**src/rtl/dff_pipe.sv**
```systemverilog
// Elastic register pipeline: DEPTH valid/ready stages that collapse bubbles,
// with synchronous flush and an asynchronous active-low reset.
module dff_pipe #(
  parameter int WIDTH = 8,
  parameter int DEPTH = 4
) (
  input  logic                       clk,
  input  logic                       rst,
  input  logic                       in_valid,
  output logic                       in_ready,
  input  logic [WIDTH-1:0]           in_data,
  output logic                       out_valid,
  input  logic                       out_ready,
  output logic [WIDTH-1:0]           out_data,
  input  logic                       flush,
  output logic [$clog2(DEPTH+1)-1:0] count
);

  localparam int CW = $clog2(DEPTH + 1);

  logic [DEPTH-1:0]            v_q, v_d;
  logic [DEPTH-1:0][WIDTH-1:0] data_q, data_d;
  logic [DEPTH-1:0]            rdy;
  logic                        in_hs;

  // A stage may advance when any stage at or beyond it is empty, or the output drains.
  for (genvar i = 0; i < DEPTH; i++) begin : g_rdy
    assign rdy[i] = out_ready | ~(&v_q[DEPTH-1:i]);
  end

  assign in_ready  = rdy[0] & ~flush & rst;
  assign in_hs     = in_valid & in_ready;
  assign out_valid = v_q[DEPTH-1];
  assign out_data  = data_q[DEPTH-1];
  assign count     = CW'($countones(v_q));

  assign v_d[0]    = flush ? 1'b0 : (rdy[0] ? in_hs : v_q[0]);
  assign data_d[0] = rdy[0] ? in_data : data_q[0];

  for (genvar i = 1; i < DEPTH; i++) begin : g_stage
    assign v_d[i]    = flush ? 1'b0 : (rdy[i] ? v_q[i-1] : v_q[i]);
    assign data_d[i] = rdy[i] ? data_q[i-1] : data_q[i];
  end

  // NOTE: data registers are reset as well, so out_data reads 0 while rst is low.
  always_ff @(posedge clk or negedge rst) begin
    if (!rst) begin
      v_q    <= '0;
      data_q <= '0;
    end else begin
      v_q    <= v_d;
      data_q <= data_d;
    end
  end

endmodule

```
**config.mk**
```make
export PLATFORM = sky130hd
export DESIGN_NAME = dff_pipe
export DESIGN_NICKNAME = d
export VERILOG_FILES = /design/src/rtl/dff_pipe.sv
export SDC_FILE = /design/constraint.sdc
export NUM_CORES = 1
export LEC_CHECK = 0
export BUFFER_PORTS_ARGS = -buffer_cell sky130_fd_sc_hd__buf_2
export CAP_MARGIN = 10
export CORE_ASPECT_RATIO = 0.8
export CORE_MARGIN = 5
export CORE_UTILIZATION = 58
export DETAILED_ROUTE_END_ITERATION = 6
export GPL_TIMING_DRIVEN = 0
export PLACE_DENSITY = 0.82
export SYNTH_ARGS = -nofsm -noshare
export SYNTH_HDL_FRONTEND = slang
export SYNTH_SLANG_ARGS = --single-unit
```
**constraint.sdc**
```tcl
create_clock -name clk -period 4.8 [get_ports clk]
set_input_delay 0.48 -clock clk [delete_from_list [all_inputs] [get_ports clk]]
set_output_delay 0.48 -clock clk [all_outputs]
set_load 0.01 [all_outputs]
```
# [Yosys cells after proc, flatten, opt, wreduce, memory -nomap -nowiden]
# Cells that the tools add are included.
[classes] n_addsub=3 mux=8 bitwise=12 n_reduce_logical=7
[ops] cell="two-way mux 1 bit" count=8
[ops] cell="nonzero test 2 bit" count=4
[ops] cell="inverter 1 bit" count=5
[ops] cell="adder 1 x 1 -> 2 bit" count=2
[ops] cell="bitwise OR 1 bit" count=4
[ops] cell="AND reduction 4 bit" count=1
[ops] cell="adder 2 x 2 -> 3 bit" count=1
[ops] cell="bitwise AND 1 bit" count=3
[ops] cell="AND reduction 3 bit" count=1
[ops] cell="AND reduction 2 bit" count=1
[totals] register_bits=36 input_bits=13 out_inout_bits=13 wordCells=38

# [Depth between registers and ports, before layout]
# Gate-level depths: netlist (run 1).
[logic_depth] ltp_word=8 mapped_depth=5 ltp_nobuf=5

# [Worst setup path before layout (run 1)]
# Ideal clock, no wire load.
[synth_timing] path_kind="flip-flop to output port" startpoint="register v_q[3]" endpoint="output count[1]" t_arrival_ns=1.584 t_required_ns=4.320 slack_ns=2.736 stages_incl_launch_ff=6 cell_sequence="dfrtp_1 -> inv_1 -> fa_1 -> inv_1 -> ha_1 -> ha_1"
[synth_between] elab_chain_cells=2
[synth_lines] element="from (decl)" line="21" rtl="logic [DEPTH-1:0] v_q, v_d;"
[synth_lines] element="from (signal assigned)" line="51" rtl="v_q <= v_d;"
[synth_lines] element="adder 1 x 1 -> 2 bit (implied by the code)" line="35" rtl="assign count = CW'($countones(v_q));"
[synth_lines] element="adder 2 x 2 -> 3 bit (implied by the code)" line="35"
[synth_lines] element="to (decl)" line="16" rtl="output logic [$clog2(DEPTH+1)-1:0] count"
# Every way passes these cells.

# [Worst setup path after layout (run 1)]
# Same ends and word-level chain as after synthesis.

==> flow_metrics.tcl, run 1 <==
set metrics [dict create \
    crit_arrival_ns 2.07 \
    busiest_layer "met2" \
    core_area_um2 2460 \
    use_met2_pct 24.7 \
    cts_tree "built" \
    drtIter0Drc 24 \
    cp.required_ns 4.32 \
    synth_top_cells_by_area "dfrtp_1, mux2_2, buf_4, ha_1, inv_1" \
    nNetsFinal 148 \
    syn-cell-area_um2 1500 \
    synth_top_cell_by_area "dfrtp_1" \
    status "finished clean" \
    grt_max_degree 39 \
    grt_usage_pct 15.9 \
    grt_pass1_vias 934 \
    start_util_pct 60.9 \
    ant_nets 0 \
    grt.met3_usage_pct 7.51 \
    final_hold_viol_count 0 \
    ctsResizeCount 0 \
    first_pass_iters 4 \
    worst_slew_pin_slew_ns 0.791 \
    ys_warn_count 0 \
    overflow 0 \
    diodes 0 \
    place_hpwl_um 1740 \
    dieHeight_um 55.5 \
    vias 864 \
    slew_violations 0 \
    holdBufCountCts 0 \
    yosys.cell_types.count 15 \
    crit_path_start "v_q[3]" \
    num-fill-cells 177 \
    final_cell_mix "dfrtp_1, mux2_2, buf_2, buf_4, inv_1" \
    hold_path_class "primary input to async pin" \
    place_area_um2 1670 \
    dieWidth_um 66.9 \
    synth_top_cell_area_share_pct 60.1 \
    viasPerCell 5.14 \
    clock_tree.root_cell "clkbuf_4" \
    cp_max_fo 6 \
    crit_end "count[1]" \
    post_synth.cell_area_avg_um2 15.2 \
    ys_ff_latch 36 \
    final_common_cell "dfrtp_1" \
    wl_um 2460 \
    grt_pass1_wl_um 4310 \
    ios 26 \
    design.die.area_um2 3710 \
    fin_crit_sh_pct 53.1 \
    gp_congestion 0.753 \
    path_cells "inv_1 -> fa_1 -> inv_1 -> ha_1 -> ha_1 -> buf_2" \
    fin_area_um2 1730 \
    clkLatencyLatePin_ns 0.34 \
    maxCapViolCount 0 \
    finalSetupViolCount 0 \
    clk_pin_slew_worst_paths_ns 0.10 \
    portBuffers 25 \
    synthCells 99 \
    wl_per_cell_um 14.6 \
    clk_path_buf_depth 2 \
    slew_headroom_pct 47.3 \
    period_needed_ns 2.55 \
    area_delta_synth_final_pct 15.3 \
    ir_worst_vdd_mv 0.224 \
    fin_skew_ns 0.00803 \
    row_count 16 \
    numCtsBuffers 5 \
    slowest_stage "fa_1" \
    r2r-start "v_q[0]" \
    drive_above_1_share_pct 56.8 \
    tns_ns 0 \
    cp-start-kind "register" \
    reg2reg_setup_slack_ns 3.34 \
    drcViolationCount 0 \
    grt_setup_unrepaired "no" \
    synth_seq_area_share_pct 60.1 \
    cp-end-kind "output pin" \
    grtUsageMet1_pct 18.9 \
    cts_setup_buffers 0 \
    cts_htree_levels 2 \
    critical-path-max-stage-delay_ns 0.54 \
    power_density_nw_per_um2 308 \
    reg2regPathDepth 4 \
    cts_sinks 36 \
    path_class "register to output pin" \
    antenna_found_initial 0 \
    syn_nets 116 \
    rr_endpoint "data_q[0]" \
    leakagePower_nw 0.855 \
    clock.fmax_mhz 392 \
]
## metrics by stage
| step | cells | util (%) | worst slack, ns | power (W) | hold WS (ns) |
|---|---|---|---|---|---|
| after global routing | 168 | 70.2 | 2.13 | 0.000561 | 0.252 |
| final | 168 | 70.2 | 2.25 | 0.000532 | 0.216 |
| after floorplan | 99 | - | 2.74 | 0.000354 | 0.184 |
| after detailed placement | 160 | 67.8 | 2.62 | 0.000375 | 0.491 |
| after CTS | 168 | 70.2 | 2.23 | 0.000540 | 0.225 |
| after global placement | 160 | 67.8 | 2.69 | 0.000372 | 0.484 |
## how the worst min path moves through the flow
stage,from,endpoint,depth (start not counted)
after floorplan,rst,data_q[0],0
after global placement,data_q[6],data_q[6],1
after detailed placement,data_q[1],data_q[9],1
after CTS,rst,out_data[0],1
after global routing,rst,data_q[20],1
final,rst,data_q[4],1
## logic make-up (layout without fill, tap and decap cells)
| family | Yosys count | count (layout) | synth area share, % |
|---|---|---|---|
| AOI/OAI and AO/OA | 3 | 3 | 1.00 |
| muxes | 33 | 33 | 24.7 |
| adders and majority gates | 4 | 4 | 3.84 |
| buffers and inverters | 16 | 49 | 6.17 |
| and+or+nand+nor | 7 | 7 | 4.25 |
| DFF | 36 | 36 | 60.0 |
## state kept, by name, summed over array words and instances (netlist names)
name,count
data_q,24
out_data,8
v_q,4
## critical path, delay by kind of cell (launching register included)
family     cells  cell delay (ns)
fa+ha+maj      3             1.00
buf+inv        3             0.27
flops          1             0.46
## power breakdown
group / switching (W) / internal, W
logic: 0.0000180 / 0.0000239
clock network: 0.0000918 / 0.0000722
registers: 0.00000820 / 0.000318
total: 0.000118 / 0.000414
## cells in the mapped netlist
library cell   n
a21oi_1        3
and3b_1        1
buf_2          2
buf_4          8
dfrtp_1       36
fa_1           1
ha_1           3
inv_1          6
mux2_2        32
mux2i_1        1
nand2b_1       2
nand3b_1       1
nand3b_2       1
nand4b_1       1
nand4b_2       1
## per-layer routing
layer / up-vias / part of all wire, %
met4: 0 / 1.4
met5: - / 0
met3: 5 / 5.5
met1: 441 / 41
met2: 19 / 52
li1: 399 / -
## layout make-up
| class | count | area [um^2] | share of cell area [%] |
|---|---|---|---|
| buffer | 10 | 70.1 | 4.05 |
| clock buffer | 8 | 58.8 | 3.40 |
| tap | 36 | 45.0 | 2.60 |
| multi-input combinational | 47 | 507 | 29.3 |
| inverter | 6 | 22.5 | 1.30 |
| timing repair buffer | 25 | 125 | 7.24 |
| sequential | 36 | 901 | 52.1 |
Note: power is estimated with default switching activity, not from simulation.
==> run 2: changes to the inputs <==
Settings changed: ABC_AREA set to 1, CORE_UTILIZATION 58 to 49, PLACE_DENSITY 0.82 to 0.74.
Clock period 4.8 ns to 2.1 ns, I/O delays scaled along.
==> run 2 against run 1 <==
Sequential cell count is the same. Global-route usage grew 0.21 points. Critical path depth grew 1. Count of clock-buffer cells in the layout shrank 1. Critical path type unchanged. Largest power group unchanged.
==> flow_metrics.tcl, run 2 <==
set metrics [dict create \
    period_needed_ns 2.04 \
    clk_path_buf_depth 2 \
    syn-cell-area_um2 1600 \
    post_synth.cell_area_avg_um2 9.14 \
    nNetsFinal 229 \
    leakagePower_nw 1.08 \
    slew_headroom_pct 47.3 \
    diodes 0 \
    wl_per_cell_um 12.1 \
    synth_top_cell_area_share_pct 56.3 \
    fin_util_pct 62.6 \
    final_hold_viol_count 0 \
    fin_skew_ns 0.00599 \
    dr_wl_met3_um 237 \
    power_density_nw_per_um2 706 \
    synth_seq_area_share_pct 56.3 \
    holdBufCountCts 0 \
    syn_nets 192 \
    clock.fmax_mhz 490 \
    clkLatencyLatePin_ns 0.28 \
    cp-end-kind "output pin" \
    yosysMostFrequentCell "nand2_1" \
    reg2reg_setup_slack_ns 0.65 \
    worst-path-buf-inv 4 \
    grt_setup_unrepaired "yes" \
    start_util_pct 51.5 \
    ir_worst_vdd_mv 0.477 \
    pre_cts_ws_ns 0.118 \
    area_delta_synth_final_pct 21.7 \
    grt_max_degree 38 \
    setup_slack_ns 0.0574 \
    clk_pin_slew_worst_paths_ns 0.07 \
    place_area_um2 1780 \
    row_count 18 \
    synth_xor_area_share_pct 0 \
    place_hpwl_um 2180 \
    cts_sinks 36 \
    clock_tree.root_cell "clkbuf_8" \
    synth_top_cell_by_area "dfrtp_1" \
    numCtsBuffers 5 \
    ys_warn_count 0 \
    cp_max_fo 2 \
    crit_arrival_ns 1.83 \
    top_layer "met4" \
    grt_usage_pct 16.1 \
    yosys.cell_types.count 16 \
    path_class "register to output pin" \
    total_power_w 0.00138 \
    drive_above_1_share_pct 29.7 \
    final_cell_mix "nand2_1, dfrtp_1, buf_2, nand3_1, buf_4" \
    synth_top_cells_by_area "dfrtp_1, nand2_1, nand3_1, buf_4, ha_1" \
    drcViolationCount 0 \
    status "finished clean" \
    critical-path-max-stage-delay_ns 0.49 \
    synth_top_family_by_area "simple AND/OR/NAND/NOR gates" \
    slowest_stage "fa_1" \
    cp-start-kind "register" \
    cts_htree_levels 2 \
    path_cells "buf_6 -> inv_4 -> fa_1 -> inv_2 -> ha_4 -> ha_4 -> buf_6" \
    largest_reg_flops 24 \
    vias 1164 \
    met1_length_um 1250 \
    finalSetupViolCount 0 \
    ys_ff_latch 36 \
    dieHeight_um 61.1 \
    grt_pass1_vias 1162 \
    wl_met2_um 1530 \
    ios 26 \
    core_area_um2 3110 \
    overflow 0 \
    rr_endpoint "data_q[2]" \
    maxCapViolCount 0 \
    worst_slew_pin_slew_ns 0.791 \
    grt_pass1_wl_um 5250 \
    portBuffers 25 \
    antenna_found_initial 0 \
    viasPerCell 4.62 \
    synth_edf_count 0 \
    fin_crit_sh_pct 97.3 \
    design.die.area_um2 4520 \
    slew_violations 0 \
    dieWidth_um 73.9 \
    synth_common_cells "nand2_1, dfrtp_1, nand3_1" \
    gp_congestion 0.759 \
    drtIter0Drc 79 \
    synthCells 175 \
    final_common_cell "nand2_1" \
    hold_path_class "primary input to async pin" \
    cp.required_ns 1.89 \
    r2r-start "v_q[1]" \
    synth_compound_area_share_pct 0.625 \
    synthSimpleGateAreaFrac_pct 30.6 \
    wl_um 3040 \
    regMostFlops "data_q" \
    async_flop_share_pct 100 \
    ys.flop_type "dfrtp_1" \
    cts_tree "built" \
    ant_nets 0 \
    tns_ns 0 \
    synth_fa_ha_area_share_pct 3.60 \
    reg2regPathDepth 7 \
    synth_mux_area_share_pct 0 \
    cpLargestDelayFamily "adder cells" \
    fin_area_um2 1950 \
    first_pass_iters 4 \
]
-- run 2: worst max-delay path by stage --
stage,from,end,cells after the start
floorplan,v_q[3],count[1],5
global placement,v_q[1],count[1],7
detailed placement,v_q[1],count[1],7
CTS,v_q[1],count[1],7
global route,v_q[1],count[1],7
finish,v_q[1],count[1],7
-- run 2: cell families (layout without fill, tap and decap cells) --
| group | count (synthesis) | count (layout) |
|---|---|---|
| AO/OA/AOI/OAI | 2 | 2 |
| AND/OR/NAND/NOR | 111 | 111 |
| adder cells (fa/ha/maj) | 4 | 4 |
| flip-flops | 36 | 36 |
| buffers and inverters | 22 | 59 |
-- run 2: where the power goes --
group | internal [W] | leakage [nW] | total [W] | switching, W
combinational | 0.0000501 | 0.605 | 0.000109 | 0.0000590
sequential | 0.000729 | 0.428 | 0.000749 | 0.0000205
clock | 0.000292 | 0.0503 | 0.000517 | 0.000225
total | 0.00107 | 1.08 | 0.00138 | 0.000305
-- run 2: timing repair --
action                                  CTS  global route
pin swaps                                 2             1
endpoints found under the setup margin    3             2
buffers inserted                          3             2
resized for setup                         8             0
cloned                                    0             0
-- run 2: cell type report --
class	count	area, um^2
plain buffers	12	109
clock buffers	7	96.3
fillers	268	1160
inverters	10	40.0
multi-input cells	117	582
flip-flops and latches	36	901
well taps	40	50.0
repair buffers	30	169
-- run 2: per-layer routing --
| metal | global-route usage [%] | up-vias |
|---|---|---|
| li1 | - | 608 |
| met1 | 18.7 | 521 |
| met2 | 27.3 | 33 |
| met3 | 6.20 | 2 |
| met4 | 6.20 | 0 |
| met5 | 0 | - |
-- run 2: worst register-to-register path, delay by kind of cell (launching register included) --
kind                     cells  cell delay (ns)
adder cells (fa/ha/maj)      1             0.13
AND/OR/NAND/NOR              3             0.46
buffers and inverters        3             0.37
flip-flops                   1             0.36
-- run 2: metrics by stage --
step	hold WS (ns)	instances
floorplan	-0.0856	175
global placement	0.311	240
detailed placement	0.337	240
CTS	0.0259	250
global route	0.0927	252
finish	0.00997	252
